**src/rtl/dbi_decode_lanes.sv**
```systemverilog
// Multi-lane DBI decoder with a valid/ready handshake and a 2-entry output buffer.
// Define DBI_STATS_EN to enable the saturating inverted-lane counter (inv_cnt).
module dbi_decode_lanes #(
  parameter int bw = 16,
  parameter int LW = 8,
  parameter int CW = 16
) (
  input  logic                   clk,
  input  logic                   reset,
  input  logic                   dbi_en,
  input  logic                   in_valid,
  output logic                   in_ready,
  input  logic [bw+(bw/LW)-1:0]  data_in,
  output logic                   out_valid,
  input  logic                   out_ready,
  output logic [bw-1:0]          data_out,
  input  logic                   stats_clr,
  output logic [CW-1:0]          inv_cnt
);

  localparam int NL = bw / LW;

  if ((bw % LW) != 0 || bw < LW) begin : g_bad_params
    $error("dbi_decode_lanes: bw must be a positive integer multiple of LW");
  end

  logic [bw-1:0] decoded;
  logic [bw-1:0] mem [2];
  logic [bw-1:0] head;
  logic          wr_ptr;
  logic          rd_ptr;
  logic [1:0]    count;
  logic          accept;
  logic          pop;

  always_comb begin
    decoded = data_in[bw-1:0];
    for (int k = 0; k < NL; k++) begin
      if (dbi_en && data_in[bw+k]) begin
        decoded[k*LW +: LW] = ~data_in[k*LW +: LW];
      end
    end
  end

  assign in_ready  = (count != 2'd2);
  assign out_valid = (count != 2'd0);
  assign accept    = in_valid && in_ready;
  assign pop       = out_valid && out_ready;
  assign data_out  = head;

  // The head register mirrors the oldest entry so data_out holds its value when the buffer drains.
  always_ff @(posedge clk or negedge reset) begin
    if (!reset) begin
      mem[0] <= '0;
      mem[1] <= '0;
      wr_ptr <= 1'b0;
      rd_ptr <= 1'b0;
      count  <= 2'd0;
      head   <= '0;
    end else begin
      if (accept) begin
        mem[wr_ptr] <= decoded;
        wr_ptr      <= ~wr_ptr;
      end
      if (pop) begin
        rd_ptr <= ~rd_ptr;
      end
      case ({accept, pop})
        2'b10:   count <= count + 2'd1;
        2'b01:   count <= count - 2'd1;
        default: count <= count;
      endcase
      if (accept && (count == 2'd0 || (pop && count == 2'd1))) begin
        head <= decoded;
      end else if (pop && count == 2'd2) begin
        head <= mem[~rd_ptr];
      end
    end
  end

`ifdef DBI_STATS_EN
  localparam int PW = $clog2(NL + 1);

  logic [PW-1:0] flag_cnt;
  logic [CW:0]   cnt_sum;
  logic [CW-1:0] cnt_q;

  always_comb begin
    flag_cnt = '0;
    if (dbi_en) begin
      for (int k = 0; k < NL; k++) begin
        flag_cnt = flag_cnt + PW'(data_in[bw+k]);
      end
    end
    cnt_sum = {1'b0, cnt_q} + (CW+1)'(flag_cnt);
  end

  // Clear wins over a same-cycle accept; the sum carries out into bit CW on overflow.
  always_ff @(posedge clk or negedge reset) begin
    if (!reset) begin
      cnt_q <= '0;
    end else if (stats_clr) begin
      cnt_q <= '0;
    end else if (accept) begin
      cnt_q <= cnt_sum[CW] ? '1 : cnt_sum[CW-1:0];
    end
  end

  assign inv_cnt = cnt_q;
`else
  logic unused_stats_clr;
  assign unused_stats_clr = stats_clr;
  assign inv_cnt = '0;
`endif

endmodule
```
**config.mk**
```make
export PLATFORM = sky130hd
export DESIGN_NAME = dbi_decode_lanes
export DESIGN_NICKNAME = d
export VERILOG_FILES = /design/src/rtl/dbi_decode_lanes.sv
export SDC_FILE = /design/constraint.sdc
export NUM_CORES = 1
export LEC_CHECK = 0
export BUFFER_PORTS_ARGS = -buffer_cell sky130_fd_sc_hd__clkbuf_2
export CORE_ASPECT_RATIO = 0.9
export CORE_MARGIN = 2
export CORE_UTILIZATION = 50
export CTS_BUF_LIST = sky130_fd_sc_hd__clkbuf_4 sky130_fd_sc_hd__clkbuf_8
export CTS_CLUSTER_SIZE = 16
export DETAILED_ROUTE_END_ITERATION = 8
export HOLD_SLACK_MARGIN = 0.02
export PLACE_DENSITY = 0.85
export RECOVER_POWER = 50
export SYNTH_ARGS = -nofsm -noshare
export SYNTH_HDL_FRONTEND = slang
export SYNTH_SLANG_ARGS = --single-unit
```
**constraint.sdc**
```tcl
create_clock -name clk -period 1.5 [get_ports clk]
set_input_delay 0.3 -clock clk [delete_from_list [all_inputs] [get_ports clk]]
set_output_delay 0.3 -clock clk [all_outputs]
set_load 0.005 [all_outputs]
```
==> results of run 1 <==
[flip-flops by register name, indices dropped and copies added, names as in the netlist]
register  cells
mem          32
data_out     16
count         2
rd_ptr        1
wr_ptr        1
[cell usage in the layout (no fill, tap or decap), types with 2 or more instances in the layout]
cell | synthesis | final
dfrtp_1 | 52 | 52
clkbuf_2 | 0 | 40
nand2_1 | 19 | 19
xor2_1 | 17 | 17
o21ai_0 | 17 | 17
mux2i_1 | 16 | 16
o211ai_1 | 16 | 16
conb_1 | 1 | 16
o221ai_2 | 10 | 13
nor2_2 | 0 | 12
buf_4 | 16 | 11
a21oi_1 | 17 | 9
a21oi_2 | 0 | 7
clkbuf_8 | 0 | 5
buf_12 | 0 | 5
inv_2 | 0 | 3
xnor2_1 | 3 | 3
nor2_1 | 16 | 3
o221ai_1 | 6 | 3
ha_4 | 0 | 3
buf_6 | 3 | 3
nand3b_1 | 2 | 2
clkinv_4 | 0 | 2
clkbuf_16 | 0 | 2
[layer usage]
layer  track usage [%]  up-vias  routed length (um)
met1              28.2      964                2480
met4              4.52        0                  65
met3              4.48       10                 331
met2              36.9       67                3070
met5                 0        -                   0
li1                  -      913                   -
[power groups by stage]
stage	logic (mW)	clock network, mW	registers, mW
after detailed placement	2.82	0	2.54
after global routing	3.77	1.08	2.64
after global placement	2.70	0	2.49
final	3.45	0.986	2.57
after floorplan	1.97	0	2.43
after CTS	3.08	1.00	2.52
[final timing paths]
| kind | from | slack (ns) | to |
|---|---|---|---|
| max | count[1] | -0.01 | mem[21] |
| min | data_in[8] | 0.34 | mem[24] |
| max reg2reg | count[1] | -0.01 | mem[21] |
| min reg2reg | mem[13] | 0.49 | mem[13] |
| max in group asynchronous | reset | 0.33 | mem[19] |
| min in group asynchronous | reset | 0.68 | data_out[3] |
[kinds of logic after synthesis]
| logic type | count (synthesis) | synth area share, % |
|---|---|---|
| buf+inv | 36 | 8.55 |
| flops | 52 | 50.2 |
| simple gates | 41 | 7.15 |
| other cells | 1 | 0.145 |
| fa+ha+maj | 4 | 1.93 |
| mux | 16 | 6.18 |
| xor+xnor | 20 | 6.76 |
| compound gates | 66 | 19.0 |
[worst max-delay path, stage by stage (launching register included)]
cell	delay, ns
dfrtp_1	0.44
ha_4	0.19
buf_6	0.12
nor3b_4	0.21
buf_4	0.16
clkbuf_16	0.18
a21oi_1	0.08
[final cells by class]
cell class                      count  area (um2)  area share (%)
Sequential cell                    52        1300            39.5
Multi-Input combinational cell    163        1270            38.5
Timing Repair Buffer               64         512            15.5
Tap cell                           65        81.3            2.47
Clock buffer                        5        68.8            2.09
Clock inverter                      3        47.5            1.44
Inverter                            4        15.0           0.456
[what timing repair did]
action	CTS	global route
cloned	1	2
endpoints found under the hold margin	52	0
buffers inserted	3	2
endpoints found under the setup margin	37	27
pin swaps	3	3
hold buffers	1	0
gates resized for setup	11	27
==> summary.txt, run 1 <==
Outcome
  – Outcome: finished, violations left
  – Failing checks: negative setup slack

Global route
  – Vias in the first global route: about 1900
  – Gr usage total: a little over a fifth
  – Initial antenna violation count: 0
  – Total gr overflow: 0
  – Largest net degree at the start of global routing: 53
  – First-pass GRT wire length: around 9400 um

Clock network
  – Cts bufs inserted: 5
  – Clock tree sinks: 52
  – Clk_lat worst skew: 0.31 ns
  – Root Driver: clkbuf_8
  – Clock slew at reported path FFs: ~0.10 ns
  – CTS tree: yes
  – Total number of H-tree levels: 2
  – Maximum clock path buffer count: 2

Pwr
  – Clock share of power: between 10 and 15%
  – Power per cell area: between 2000 and 2500 nW/um2
  – Power Total: 7.00 mW
  – Switch Pwr: approximately 2.7 mW
  – Seq pwr share: between 30% and 40%
  – Switching share of total power: 38.4%
  – Power Internal: between 4 and 5 mW
  – Peak supply drop: between 0.001 and 0.0015 V
  – Combinational power share: between 40% and 50%
  – Leakage: roughly 1.5 nW

Floorplan
  – IO Count: just under 60
  – DIE WIDTH: approximately 80 um
  – Row cnt: 24
  – Chip Height: 72.3 um
  – Initial Util: between 50% and 60%
  – Die ar.: just under 6000 um2
  – Core ar.: between 4000 and 5000 um2

Layout
  – Design Area, Final: approximately 3300 um2
  – Nets: about 320
  – Fillers: 364
  – ANT cells: 0
  – Area growth syn-to-layout: 27.2%
  – Post-layout util: about 67%
  – Layout cells sized above 1: between 30% and 40%
  – Fin cells: around 360

Synthesis
  – Yosys cell types: 24
  – Async SR Flop Fraction: between 90% and 100%
  – Sequential fraction of the synthesis area: between 50% and 60%
  – Commonest cells in the netlist: dfrtp_1, nand2_1, a21oi_1, o21ai_0, xor2_1
  – Synth warnings: 0
  – Number of synthesized flops with an enable pin: 0
  – Mean Syn Cell Area: 11.0 um2
  – Most common cell in the synthesized netlist: dfrtp_1
  – Cell taking the most area after synthesis: dfrtp_1
  – Syn Inst Count: 236
  – Top-area cell type share of the netlist area: 50.2%
  – Top post-synthesis cells by area: dfrtp_1, mux2i_1, o221ai_2
  – Mapped Area: roughly 2600 um2
  – Yosys reg bits: 52
  – Top_reg_cell synth: dfrtp_1

Drt
  – Drt pass-1 iters: 4
  – Residual DRC: 0
  – Final ANT Viol Nets: 0
  – WL final: 5940 um
  – Via count: roughly 2000
  – Via/cell ratio: 5.49
  – Routed wire length per instance: between 15 and 20 um
  – Initial DRC count: 165

Placed design
  – Port Buffer Count: 40
  – HPWL after DPL: about 3700 um
  – Gpl congestion: about 0.74
  – Pre-CTS WS: -0.0462 ns
  – Placed Area: approximately 2900 um2
  – Placed cells: around 340

STA
  – Highest Clock Rate: about 660 MHz
  – Worst Tran Pin Value: a little over 0.7 ns
  – Slew Viols, Final: 0
  – Final period util: 101%
  – Final min period: 1.51 ns
  – Hold Fails Final Rpt: 0
  – Final hold slack: ~0.34 ns
  – RSZ-0062 raised after global routing: yes
  – Rel. slew slack: between 50% and 60%
  – Setup TNS: -0.0143 ns
  – Setup ws final: -0.00986 ns
  – Setup Skew: between 0.006 and 0.007 ns
  – Final setup viols: 3

Hold path
  – Hold path cells: 3
  – Hold WC Path Type: in2reg

Worst setup path
  – Critical Path AT: around 1.7 ns
  – Critical path endpoint category: flop
  – Critical Path Start Type: flop
  – Crit path required time: 1.68 ns
  – R2R depth: 6
  – WS Path Type: reg2reg
  – Max FO, Critical Path: 16

Run
  – MaxCap Viol Count: 0
Power figures use the tool's default switching activity.
==> run 2, diff against run 1 <==
GPL_TIMING_DRIVEN = 0   (was default)
==> run 2 against run 1 <==
Net effect: the flow still finishes with violations (negative setup slack); critical path type unchanged; worst hold slack better by 0.011 ns; routed wire length up 6.6%; count of clock-buffer cells in the layout increased by 1; combinational power decreased by 6.4%; sequential power shrank 3%.
==> summary.txt, run 2 (synthesis results as in run 1) <==
STA
  – Highest Clock Rate: 634 MHz (was 662 MHz)
  – Final min period: 1.58 ns (was 1.51 ns)
  – Final setup viols: 28 (was 3)
  – Final hold slack: 0.351 ns (was 0.340 ns)
  – Slew Viols, Final: 0 (unchanged)
  – Hold Fails Final Rpt: 0 (unchanged)
  – Setup ws final: -0.0774 ns (was -0.00986 ns)
  – RSZ-0062 raised after global routing: yes (unchanged)
  – Setup Skew: 0.00609 ns (was 0.00659 ns)
  – Final period util: 105% (was 101%)

Drt
  – Routed wire length per instance: 16.8 um (was 16.7 um)
  – Via/cell ratio: 5.36 (was 5.49)
  – Final ANT Viol Nets: 0 (unchanged)
  – Residual DRC: 0 (unchanged)
  – Initial DRC count: 111 (was 165)
  – Via count: 2021 (was 1954)
  – WL final: 6340 um (was 5940 um)
  – Drt pass-1 iters: 4 (unchanged)

Layout
  – Layout cells sized above 1: 36.5% (was 39.9%)
  – Area growth syn-to-layout: 25.7% (was 27.2%)
  – Nets: 340 (was 318)
  – Max FFs per register: 32 (unchanged)
  – Most frequent cells in the layout: dfrtp_1, clkbuf_2, buf_4 (was dfrtp_1, clkbuf_2, nand2_1)
  – Post-layout util: 66.1% (was 66.9%)
  – Largest Register: mem (unchanged)
  – ANT cells: 0 (unchanged)
  – Most common cell after layout, fill and taps aside: dfrtp_1 (unchanged)

Clock network
  – Maximum clock path buffer count: 2 (unchanged)
  – Clock tree sinks: 52 (unchanged)
  – CTS tree: yes (unchanged)
  – Clock slew at reported path FFs: 0.09 ns (was 0.10 ns)
  – Cts bufs inserted: 5 (unchanged)
  – Total number of H-tree levels: 2 (unchanged)
  – Root Driver: clkbuf_8 (unchanged)
  – Clk_lat worst skew: 0.30 ns (was 0.31 ns)

Worst setup path
  – Critical Path Start Type: flop (unchanged)
  – Critical Path, Cell by Cell: ha_4 > nand2b_4 > or2_1 > buf_6 > buf_4 > o221ai_1 (was ha_4 > buf_6 > nor3b_4 > buf_4 > clkbuf_16 > a21oi_1)
  – Crit path max-delay cell type: dfrtp_2 (was dfrtp_1)
  – Critical Path AT: 1.79 ns (was 1.69 ns)
  – Origin of the critical flop-to-flop path: count[1] (unchanged)
  – Crit path required time: 1.72 ns (was 1.68 ns)
  – Reg2reg end: data_out[4] (was mem[21])
  – WS Path Type: reg2reg (unchanged)
  – Max FO, Critical Path: 6 (was 16)
  – Critical path endpoint category: flop (unchanged)
  – Reg2reg setup slack: -0.08 ns (was -0.01 ns)
  – Max incr delay on CP: 0.45 ns (was 0.44 ns)
  – R2R depth: 6 (unchanged)

Placed design
  – Port Buffer Count: 40 (unchanged)
  – HPWL after DPL: 3980 um (was 3680 um)
  – Gpl congestion: 0.799 (was 0.740)
  – Pre-CTS WS: -0.365 ns (was -0.0462 ns)

Pwr
  – Leakage: 1.53 nW (was 1.48 nW)
  – Peak supply drop: 0.00106 V (was 0.00110 V)
  – Power Total: 6.50 mW (was 7.00 mW)
  – Power per cell area: 2000 nW/um2 (was 2120 nW/um2)

Floorplan
  – DIE WIDTH: 79.9 um (unchanged)
  – Initial Util: 52.6% (unchanged)
  – Core ar.: 4920 um2 (unchanged)
  – Die ar.: 5770 um2 (unchanged)
  – Row cnt: 24 (unchanged)
  – IO Count: 58 (unchanged)
  – Chip Height: 72.3 um (unchanged)

Hold path
  – Hold endpoint: mem[24] (unchanged)
  – Hold path cells: 3 (unchanged)
  – Critical hold path startpoint: data_in[8] (unchanged)
  – Hold WC Path Type: in2reg (unchanged)

Outcome
  – Outcome: finished, violations left (unchanged)
  – Failing checks: negative setup slack (unchanged)

Global route
  – Initial antenna violation count: 0 (unchanged)
  – Largest net degree at the start of global routing: 53 (unchanged)
  – Gr usage total: 22.2% (was 21.4%)
  – First-pass GRT wire length: 9850 um (was 9380 um)
  – Total gr overflow: 0 (unchanged)
  – Vias in the first global route: 2007 (was 1872)

Run
  – MaxCap Viol Count: 0 (unchanged)
[run 2: cell count changes in the layout (fill, tap and decap cells not counted), moves of 3 or more]
cell and delta:
a21oi_1 +7, a21oi_2 -7, buf_12 -4, buf_2 +4, buf_4 +18, clkbuf_4 +3
nor2_1 +13, nor2_2 -12, o221ai_1 +3, o221ai_2 -3
[run 2: how the worst max path moves through the flow]
| stage | depth (start not counted) | endpoint | startpoint |
|---|---|---|---|
| after floorplan | 8 | data_out[2] | count[0] |
| after global routing | 6 | data_out[3] | count[1] |
| after detailed placement | 6 | data_out[9] | count[0] |
| after CTS | 7 | data_out[8] | count[0] |
| final | 6 | data_out[4] | count[1] |
| after global placement | 6 | data_out[13] | count[0] |
[run 2: critical path, delay by kind of cell (launching register included)]
family,cells,cell delay [ns]
AND/OR/NAND/NOR,2,0.39
adder cells (fa/ha/maj),1,0.19
AO/OA/AOI/OAI,1,0.19
buffers and inverters,2,0.27
flip-flops,1,0.45
[run 2: where the power goes]
group	internal (mW)	total, mW	switching (mW)	leakage [nW]
Clock	0.337	0.778	0.441	0.0445
Combinational	1.53	3.23	1.70	0.869
Sequential	2.10	2.49	0.398	0.619
[run 2: what timing repair did]
item                                   in CTS  in global routing
setup buffers                               8                  3
gates cloned                                1                  1
pin swaps                                   6                  2
setup endpoints to repair                  52                 50
endpoints found under the hold margin       0                 18
resized for setup                          27                 12
hold buffers                                0                  1
[run 2: metrics by stage]
stage | TNS (ns) | area [um2] | instances
after floorplan | -0.912 | 2670 | 251
after global placement | -9.31 | 2950 | 356
after detailed placement | -10.94 | 2950 | 356
after CTS | -1.15 | 3170 | 371
after global routing | -3.81 | 3260 | 377
final | -0.840 | 3260 | 377
[run 2: cell type report]
| class | count | area [um2] |
|---|---|---|
| Clock buffer | 6 | 76.3 |
| Multi-Input combinational cell | 163 | 1190 |
| Tap cell | 65 | 81.3 |
| Fill cell | 391 | 1670 |
| Sequential cell | 52 | 1300 |
| Inverter | 4 | 15.0 |
| Clock inverter | 1 | 5.00 |
| Timing Repair Buffer | 55 | 337 |
| Buffer | 31 | 251 |
[run 2: routing by layer]
layer | wire length [um] | global-route usage (%) | up-vias
met5 | 0 | 0 | -
met4 | 65 | 6.21 | 0
met3 | 349 | 4.10 | 6
met2 | 3160 | 36.8 | 68
met1 | 2760 | 30.2 | 998
li1 | - | - | 949
